==> src/rtl/axi_lite_read_poller.sv <==
// axi_lite_read_poller
// AXI4-Lite read-only master. It issues single reads of a fixed register
// address, either on a one-shot request or periodically. The returned word is
// presented on rd_data together with a one-cycle rd_valid strobe. Non-OKAY
// responses pulse rd_err and bump a saturating error counter.
// Optional build macro AXI_POLL_CHANGE_ONLY_EN: rd_valid strobes only when a
// good read returns a value different from the held rd_data. The first good
// read after reset always strobes.
module axi_lite_read_poller #(
    parameter int                          C_M_AXI_ADDR_WIDTH = 32,
    parameter int                          C_M_AXI_DATA_WIDTH = 32,
    parameter logic [C_M_AXI_ADDR_WIDTH-1:0] POLL_ADDR        = '0,
    parameter int                          POLL_PERIOD        = 1000
) (
    input  logic                          M_AXI_ACLK,
    input  logic                          M_AXI_ARESETN,
    output logic                          M_AXI_ARVALID,
    output logic [C_M_AXI_ADDR_WIDTH-1:0] M_AXI_ARADDR,
    input  logic                          M_AXI_ARREADY,
    input  logic                          M_AXI_RVALID,
    input  logic [C_M_AXI_DATA_WIDTH-1:0] M_AXI_RDATA,
    input  logic [1:0]                    M_AXI_RRESP,
    output logic                          M_AXI_RREADY,
    input  logic                          poll_en,
    input  logic                          rd_req,
    output logic                          busy,
    output logic [C_M_AXI_DATA_WIDTH-1:0] rd_data,
    output logic                          rd_valid,
    output logic                          rd_err,
    output logic [7:0]                    err_cnt
);

    typedef enum logic [1:0] {
        S_IDLE = 2'd0,
        S_ADDR = 2'd1,
        S_DATA = 2'd2
    } state_t;

    localparam int                   TIMER_W      = (POLL_PERIOD > 2) ? $clog2(POLL_PERIOD) : 1;
    localparam logic [TIMER_W-1:0]   TIMER_RELOAD = TIMER_W'(POLL_PERIOD - 1);

    state_t               state;
    state_t               state_nxt;
    logic                 launch;
    logic                 r_done;
    logic                 resp_ok;
    logic                 expiry;
    logic                 good_strobe;
    logic                 pending;
    logic [TIMER_W-1:0]   timer;

    assign M_AXI_ARADDR = POLL_ADDR;
    assign expiry       = poll_en && (timer == '0);
    assign resp_ok      = (M_AXI_RRESP == 2'b00);

    // State register; the handshake outputs decode from it, so an async reset
    // drops ARVALID/RREADY without waiting for a clock edge.
    always_ff @(posedge M_AXI_ACLK or negedge M_AXI_ARESETN) begin
        if (!M_AXI_ARESETN) begin
            state <= S_IDLE;
        end else begin
            // NOTE: sequential state uses non-blocking assignment so every
            // register samples pre-edge values regardless of block order.
            state <= state_nxt;
        end
    end

    // Next-state logic and state-decoded AXI/busy outputs.
    always_comb begin
        // NOTE: every output gets a default first, so no path through the case
        // leaves a signal unassigned and no latch is inferred.
        state_nxt     = state;
        launch        = 1'b0;
        r_done        = 1'b0;
        M_AXI_ARVALID = 1'b0;
        M_AXI_RREADY  = 1'b0;
        busy          = 1'b1;
        case (state)
            S_IDLE: begin
                busy = 1'b0;
                if (rd_req || pending) begin
                    launch    = 1'b1;
                    state_nxt = S_ADDR;
                end
            end
            S_ADDR: begin
                M_AXI_ARVALID = 1'b1;
                if (M_AXI_ARREADY) begin
                    state_nxt = S_DATA;
                end
            end
            S_DATA: begin
                M_AXI_RREADY = 1'b1;
                if (M_AXI_RVALID) begin
                    r_done    = 1'b1;
                    state_nxt = S_IDLE;
                end
            end
            default: begin
                busy      = 1'b0;
                state_nxt = S_IDLE;
            end
        endcase
    end

    // Poll timer: counts down while enabled, reloads on expiry or when disabled.
    always_ff @(posedge M_AXI_ACLK or negedge M_AXI_ARESETN) begin
        if (!M_AXI_ARESETN) begin
            timer <= TIMER_RELOAD;
        end else if (!poll_en || (timer == '0)) begin
            timer <= TIMER_RELOAD;
        end else begin
            timer <= timer - TIMER_W'(1);
        end
    end

    // Single pending-poll flag; a launch absorbs any expiry in the same cycle.
    always_ff @(posedge M_AXI_ACLK or negedge M_AXI_ARESETN) begin
        if (!M_AXI_ARESETN) begin
            pending <= 1'b0;
        end else if (launch) begin
            pending <= 1'b0;
        end else if (expiry) begin
            pending <= 1'b1;
        end
    end

`ifdef AXI_POLL_CHANGE_ONLY_EN
    logic first_done;

    // Remembers that a good read has landed since reset.
    always_ff @(posedge M_AXI_ACLK or negedge M_AXI_ARESETN) begin
        if (!M_AXI_ARESETN) begin
            first_done <= 1'b0;
        end else if (r_done && resp_ok) begin
            first_done <= 1'b1;
        end
    end

    assign good_strobe = !first_done || (M_AXI_RDATA != rd_data);
`else
    assign good_strobe = 1'b1;
`endif

    // Result capture, completion strobes and saturating error count.
    always_ff @(posedge M_AXI_ACLK or negedge M_AXI_ARESETN) begin
        if (!M_AXI_ARESETN) begin
            rd_data  <= '0;
            rd_valid <= 1'b0;
            rd_err   <= 1'b0;
            err_cnt  <= 8'd0;
        end else begin
            rd_valid <= 1'b0;
            rd_err   <= 1'b0;
            if (r_done) begin
                if (resp_ok) begin
                    rd_data  <= M_AXI_RDATA;
                    rd_valid <= good_strobe;
                end else begin
                    rd_err <= 1'b1;
                    if (err_cnt != 8'hFF) begin
                        err_cnt <= err_cnt + 8'd1;
                    end
                end
            end
        end
    end

endmodule
==> config.mk <==
export PLATFORM = sky130hd
export DESIGN_NAME = axi_lite_read_poller
export DESIGN_NICKNAME = d
export VERILOG_FILES = /design/src/rtl/axi_lite_read_poller.sv
export SDC_FILE = /design/constraint.sdc
export NUM_CORES = 1
export LEC_CHECK = 0
export BUFFER_PORTS_ARGS = -buffer_cell sky130_fd_sc_hd__clkbuf_2
export CORE_ASPECT_RATIO = 1.75
export CORE_MARGIN = 4
export CORE_UTILIZATION = 30
export DETAILED_ROUTE_END_ITERATION = 12
export GPL_ROUTABILITY_DRIVEN = 0
export SETUP_SLACK_MARGIN = 0.3
export SYNTH_ARGS = -nofsm -noshare
export SYNTH_HDL_FRONTEND = slang
export SYNTH_SLANG_ARGS = --single-unit
==> constraint.sdc <==
create_clock -name M_AXI_ACLK -period 2.1 [get_ports M_AXI_ACLK]
set_input_delay 0.42 -clock M_AXI_ACLK [delete_from_list [all_inputs] [get_ports M_AXI_ACLK]]
set_output_delay 0.42 -clock M_AXI_ACLK [all_outputs]
set_load 0.005 [all_outputs]
==> flow_metrics.tcl, run 1 <==
set metrics [dict create \
    ant_nets 0 \
    ir_drop_uv 615.4 \
    tightest_slew_ns 0.6916 \
    routed_via_density 4.499 \
    max_slew_margin 0.5389 \
    post_synth.cell_area_avg_um2 12.73 \
    met2RoutedLength_um 3001 \
    clock_tree.buffer_depth 2 \
    routed_wl_um 5428 \
    core_area_um2 8016 \
    yosysSeqAreaShare 0.5529 \
    routedLengthMet1_um 1868 \
    effective_utilization_at_floorplan 0.3128 \
    worstSetupStartpointType "flop" \
    ctsRootBufferMaster "sky130_fd_sc_hd__clkbuf_16" \
    cts_num_sinks 55 \
    worst_hold_slack_ns 0.2490 \
    cap_violations 0 \
    tritoncts "done" \
    area_growth_syn_to_layout_pct 30.49 \
    grt_overflow 0 \
    chipHeight_um 128.9 \
    routedWlPerCell_um 14.03 \
    n_fill_cell 750 \
    timing.final.crit_period_ns 1.726 \
    synth.ff_latch_count 55 \
    dp_hpwl_um 3675 \
    critical_setup_path_class "flop to flop" \
    grt_max_degree 56 \
    synth_cell_types 31 \
    result_of_the_run "completed" \
    tritoncts.num_buffers 5 \
    pin_count 117 \
    wire_length_of_the_first_global_routing_pass_um 8093 \
    cp_data_arrival_time_ns 1.96 \
    ff2ff_path_depth 6 \
    ff2ff_setup_slack_ns 0.37 \
    met3RoutedLength_um 450 \
    critical_path.endpoint_type "flop" \
    dr.first_iter.drc_count 97 \
    synth.area.top_cells "sky130_fd_sc_hd__dfrtp_1 47%, sky130_fd_sc_hd__mux2_2 15%, sky130_fd_sc_hd__buf_4 9.6%, sky130_fd_sc_hd__dfstp_2 8.4%, sky130_fd_sc_hd__xnor2_1 3.5%" \
    final_number_of_setup_violating_endpoints 0 \
    power_density_nw_per_um2 1111 \
    report.final.hold_viol_count 0 \
    nets 342 \
    synth.largest_area_cell "sky130_fd_sc_hd__dfrtp_1" \
    topRoutingLayerUsed "met4" \
    drive_gt1_frac 0.5253 \
    syn_area_um2 2507 \
    clk_transition_reported_paths_ns 0.07 \
    die_area_um2 9943 \
    rows 43 \
    finClkSkew_ns 0.004225 \
    vias_in_the_first_global_route 1772 \
    post-route-drc-count 0 \
    yosys_warnings 0 \
    max_freq_mhz 579.4 \
    postSynthCellCount 197 \
    critical_path.max_fanout 4 \
    track_usage 0.1031 \
    portBuffers 84 \
    hold_path.class "primary input to asynchronous set/reset pin" \
    timing.critical_path.required_ns 2.33 \
    slew_viol_final 0 \
    layout.core_utilization 0.4081 \
    drt_pre_antenna_iters 4 \
    setup_repair_after_global_routing_missed_its_margin "false" \
    die_w_um 77.11 \
    worst_skew_pair.late_latency_ns 0.29 \
    max_h_tree_level 2 \
    antennaDiodeCount 0 \
    netlist.area_leader.share 0.4691 \
    register_area_um2 1386 \
    vias 1741 \
    fin_crit_sh 0.8219 \
    antenna_found_initial 0 \
    setup_tns_ns 0 \
    static-leakage-power_nw 1.658 \
    multi_input_area_um2 1001 \
]
critical path, stage by stage, from the launching register on:
cell and delay, ns:
sky130_fd_sc_hd__dfstp_2 0.37, sky130_fd_sc_hd__inv_2 0.06, sky130_fd_sc_hd__ha_4 0.12, sky130_fd_sc_hd__or3b_4 0.38
sky130_fd_sc_hd__or2_4 0.28, sky130_fd_sc_hd__o41a_1 0.36, sky130_fd_sc_hd__nand2_1 0.09
cell type report:
class / instances / area share
clock buffers: 5 / 0.03824
clock inverters: 3 / 0.01185
inverters: 7 / 0.008031
multi-input cells: 130 / 0.3059
flip-flops and latches: 55 / 0.4237
well taps: 90 / 0.03442
repair buffers: 97 / 0.1778
cells by family (layout without fill, tap and decap cells):
| logic type | count (synthesis) | after routing | synth area share |
|---|---|---|---|
| buf+inv | 43 | 112 | 0.1143 |
| other cells | 1 | 32 | 0.001496 |
| flops | 55 | 55 | 0.5529 |
| simple gates | 32 | 32 | 0.06836 |
| compound gates | 15 | 15 | 0.04291 |
| xor+xnor | 12 | 12 | 0.04192 |
| mux | 33 | 33 | 0.1482 |
| fa+ha+maj | 6 | 6 | 0.02994 |
synth_stat cells (all sizes together):
cell	count
a21oi	3
a222oi	1
a31oi	1
and3	4
and4bb	1
buf	36
conb	1
dfrtp	47
dfstp	8
ha	6
inv	7
mux2	33
nand2	12
nand3	1
nand4	3
nor2	5
nor3	2
o211ai	1
o21a	1
o21ai	4
o31ai	2
o41a	1
o41ai	1
or2	1
or3	1
or3b	1
or4	1
xnor2	10
xor2	2
registers in the layout, indices dropped and copies added (netlist names):
register  flops
pending       1
timer        10
rd_err        1
err_cnt       8
rd_data      32
state         2
rd_valid      1
metrics by stage:
stage	power, mW	setup WS [ns]	std cells	area, µm²
2_1_floorplan	2.173	0.3043	228	2624
3_3_place_gp	2.659	0.2207	368	2930
3_5_place_dp	2.692	0.1532	368	2930
4_1_cts	3.650	0.3045	380	3137
5_1_grt	3.896	0.3062	387	3272
6_report	3.636	0.3740	387	3272
layout by cell type, fill, tap and decap left out, types with 3 or more instances in the layout:
cell type and n:
sky130_fd_sc_hd__clkbuf_2 84, sky130_fd_sc_hd__dfrtp_1 47, sky130_fd_sc_hd__mux2_2 33, sky130_fd_sc_hd__conb_1 32
sky130_fd_sc_hd__nand2_1 12, sky130_fd_sc_hd__xnor2_1 10, sky130_fd_sc_hd__buf_4 8, sky130_fd_sc_hd__dfstp_2 8
sky130_fd_sc_hd__clkbuf_16 7, sky130_fd_sc_hd__nor2_1 5, sky130_fd_sc_hd__inv_1 4, sky130_fd_sc_hd__and3_1 4
sky130_fd_sc_hd__o21ai_0 4, sky130_fd_sc_hd__ha_1 4, sky130_fd_sc_hd__inv_2 3, sky130_fd_sc_hd__a21oi_1 3
sky130_fd_sc_hd__nand4_1 3
per-layer routing:
layer | track usage | up-vias
met5 | 0 | -
met4 | 0.05031 | 0
met3 | 0.03291 | 7
met2 | 0.1937 | 86
met1 | 0.1008 | 844
li1 | - | 804
path summary, 6_finish.rpt:
kind,endpoint,start
setup / recovery,timer[0],timer[0]
hold / removal,rd_data[23],M_AXI_ARESETN
setup reg to reg,timer[0],timer[0]
hold reg to reg,rd_data[3],rd_data[3]
max in group asynchronous,rd_data[9],M_AXI_ARESETN
min in group M_AXI_ACLK,timer[8],poll_en
power breakdown:
| group | total [mW] | internal, mW | leakage [nW] | switching (mW) |
|---|---|---|---|---|
| Sequential | 1.63 | 1.43 | 0.690 | 0.201 |
| Clock | 0.923 | 0.557 | 0.0812 | 0.366 |
| Combinational | 1.08 | 0.628 | 0.887 | 0.457 |
what timing repair did:
| item | in CTS | in global routing |
|---|---|---|
| gates resized for setup | 3 | 7 |
| buffers inserted | 4 | 4 |
| gates cloned | 0 | 3 |
| hold buffers | 0 | 0 |
| pin swaps | 5 | 5 |
| endpoints found under the hold margin | 0 | 0 |
| setup endpoints to repair | 6 | 40 |
Note: power is estimated with default switching activity, not from simulation.
==> run 2: changes to the inputs <==
==> constraint.sdc (replaced) <==
create_clock -name M_AXI_ACLK -period 1.65 [get_ports M_AXI_ACLK]
set_input_delay 0.33 -clock M_AXI_ACLK [delete_from_list [all_inputs] [get_ports M_AXI_ACLK]]
set_output_delay 0.33 -clock M_AXI_ACLK [all_outputs]
set_load 0.005 [all_outputs]
==> run 2 against run 1 <==
  * The run now ends with setup timing left
  * Critical path depth is the same
  * Core utilization grew 6.4 points
  * Critical endpoint is now timer[1]
  * Largest cell class unchanged
  * Setup slack worse by 0.46 ns
  * Maximum frequency decreased by 0.36%
  * Global-route usage grew 1.5 points
  * Largest power group unchanged
  * Via count is 3.4% higher
==> flow_metrics.tcl, run 2 (synthesized netlist as in run 1, its figures left out) <==
set metrics [dict create \
    effective_utilization_at_floorplan 0.3128 \
    commonest_cells_after_routing_fill_and_taps_aside "81 x sky130_fd_sc_hd__clkbuf_2, 47 x sky130_fd_sc_hd__dfrtp_1, 33 x sky130_fd_sc_hd__mux2_4, 32 x sky130_fd_sc_hd__conb_1, 14 x sky130_fd_sc_hd__buf_6" \
    die_w_um 77.11 \
    dr.first_iter.drc_count 75 \
    final_number_of_setup_violating_endpoints 9 \
    largest-register "rd_data" \
    cell_family_contributing_the_most_delay_on_the_critical_path "simple AND/OR/NAND/NOR gates" \
    timing.critical_path.required_ns 1.89 \
    portBuffers 84 \
    antennaDiodeCount 0 \
    post-route-cell-area_um2 3789 \
    top_regs "rd_data x32, timer x10, err_cnt x8" \
    violations_in_the_final_reports "setup timing" \
    cp_cell_sequence "inv_2, ha_4, or3b_4, or2_4, o41a_1, nand2_1" \
    finClkSkew_ns 0.004621 \
    dp_hpwl_um 3929 \
    routed_wl_um 5978 \
    max_h_tree_level 2 \
    report.final.hold_viol_count 0 \
    chipHeight_um 128.9 \
    static-leakage-power_nw 1.922 \
    ctsRootBufferMaster "sky130_fd_sc_hd__clkbuf_16" \
    grt_overflow 0 \
    multi_input_area_um2 1239 \
    fin_crit_sh 1.050 \
    place_area_um2 3163 \
    commonest_non_fill_non_tap_cell_in_the_layout "sky130_fd_sc_hd__clkbuf_2" \
    critical_path.max_fanout 4 \
    drive_gt1_frac 0.6051 \
    ir_drop_uv 586.7 \
    vias 1801 \
    flip_flop_count_of_the_largest_register_all_copies_and_words_added 32 \
    clk_transition_reported_paths_ns 0.07 \
    worstSetupStartpointType "flop" \
    core_area_um2 8016 \
    die_area_um2 9943 \
    n_fill_cell 721 \
    ff2ff_path_depth 6 \
    worst-path-buf-inv 1 \
    ant_nets 0 \
    worst_skew_pair.late_latency_ns 0.29 \
    setup_tns_ns -0.4596 \
    wire_length_of_the_first_global_routing_pass_um 9087 \
    clock_tree.buffer_depth 2 \
    grt_use_met1 0.1318 \
    postLayoutSetupSlackWorst_ns -0.08224 \
    cpMaxStageDelayCell "sky130_fd_sc_hd__dfstp_2" \
    antenna_found_initial 0 \
    critical_setup_path_class "flop to flop" \
    grt_most_used_layer "met2" \
    track_usage 0.1177 \
    slew_viol_final 0 \
    routed_via_density 4.458 \
    rows 43 \
    hold_path.class "primary input to asynchronous set/reset pin" \
    cts_num_sinks 55 \
    critical_path.endpoint_type "flop" \
    final_total_pwr_mw 5.460 \
    tritoncts.num_buffers 5 \
    ff2ff_setup_slack_ns -0.08 \
    tritoncts "done" \
    setup_repair_after_global_routing_missed_its_margin "true" \
    post-route-drc-count 0 \
    power_density_nw_per_um2 1441 \
    vias_in_the_first_global_route 1842 \
    cp_data_arrival_time_ns 1.97 \
    routedWlPerCell_um 14.80 \
    max_freq_mhz 577.3 \
    dpl_worst_slack_ns -0.09537 \
    rr_endpoint "timer[1]" \
    use_met2 0.2097 \
    layout.core_utilization 0.4726 \
    nets 359 \
    count_of_cell_instances_traversed_by_the_critical_path 6 \
    grt_max_degree 56 \
    timing.final.crit_period_ns 1.732 \
    cap_violations 0 \
    pin_count 117 \
    drt_pre_antenna_iters 4 \
    result_of_the_run "finished, violations left" \
    groute.layer.met3.usage 0.02871 \
    area_growth_syn_to_layout_pct 51.10 \
    regToRegStartpoint "timer[1]" \
    critical-path-max-stage-delay_ns 0.38 \
    register_area_um2 1386 \
]
run 2: changes by cell type in the layout (fill, tap and decap cells not counted), sizes merged:
cell    previous run  this run
buf               11        33
clkbuf            91        87
clkinv             2         0
bufinv             1         2
run 2: final cells by class:
cell class	instances	area share
inverter	7	0.006935
clock inverter	2	0.01585
sequential	55	0.3659
tap	90	0.02972
timing repair buffer	114	0.2206
multi-input combinational	130	0.3269
clock buffer	6	0.03402
run 2: power breakdown:
part / switching, mW / internal [mW] / total [mW] / leakage, nW
registers: 0.306 / 1.82 / 2.12 / 0.690
clock network: 0.474 / 0.871 / 1.34 / 0.0911
logic: 0.708 / 1.28 / 1.99 / 1.14
total: 1.49 / 3.97 / 5.46 / 1.92
run 2: stage by stage:
stage          std cells  hold WS [ns]
2_1_floorplan        228       0.03441
3_3_place_gp         374        0.3596
3_5_place_dp         374        0.3592
4_1_cts              401       0.04675
5_1_grt              404       0.04977
6_report             404       0.02667
run 2: worst max path at each step:
stage,startpoint,endpoint,slack [ns]
CTS,timer[1],timer[4],-0.06
global route,timer[1],timer[1],-0.12
floorplan,timer[1],timer[0],-0.13
global placement,timer[1],timer[0],-0.07
detailed placement,timer[1],timer[0],-0.1
finish,timer[1],timer[1],-0.08
run 2: repair_timing:
action / CTS / global route
setup endpoints to repair: 55 / 56
hold buffers: 0 / 0
pin swaps: 11 / 11
gates resized for setup: 25 / 17
gates cloned: 4 / 0
setup buffers: 15 / 3
run 2: layer usage:
layer  wire, µm  vias to the layer above  share of wire
li1           -                      839              -
met1       2225                      875           0.37
met2       3193                       78           0.53
met3        396                        9          0.066
met4        163                        0          0.027
met5          0                        -              0
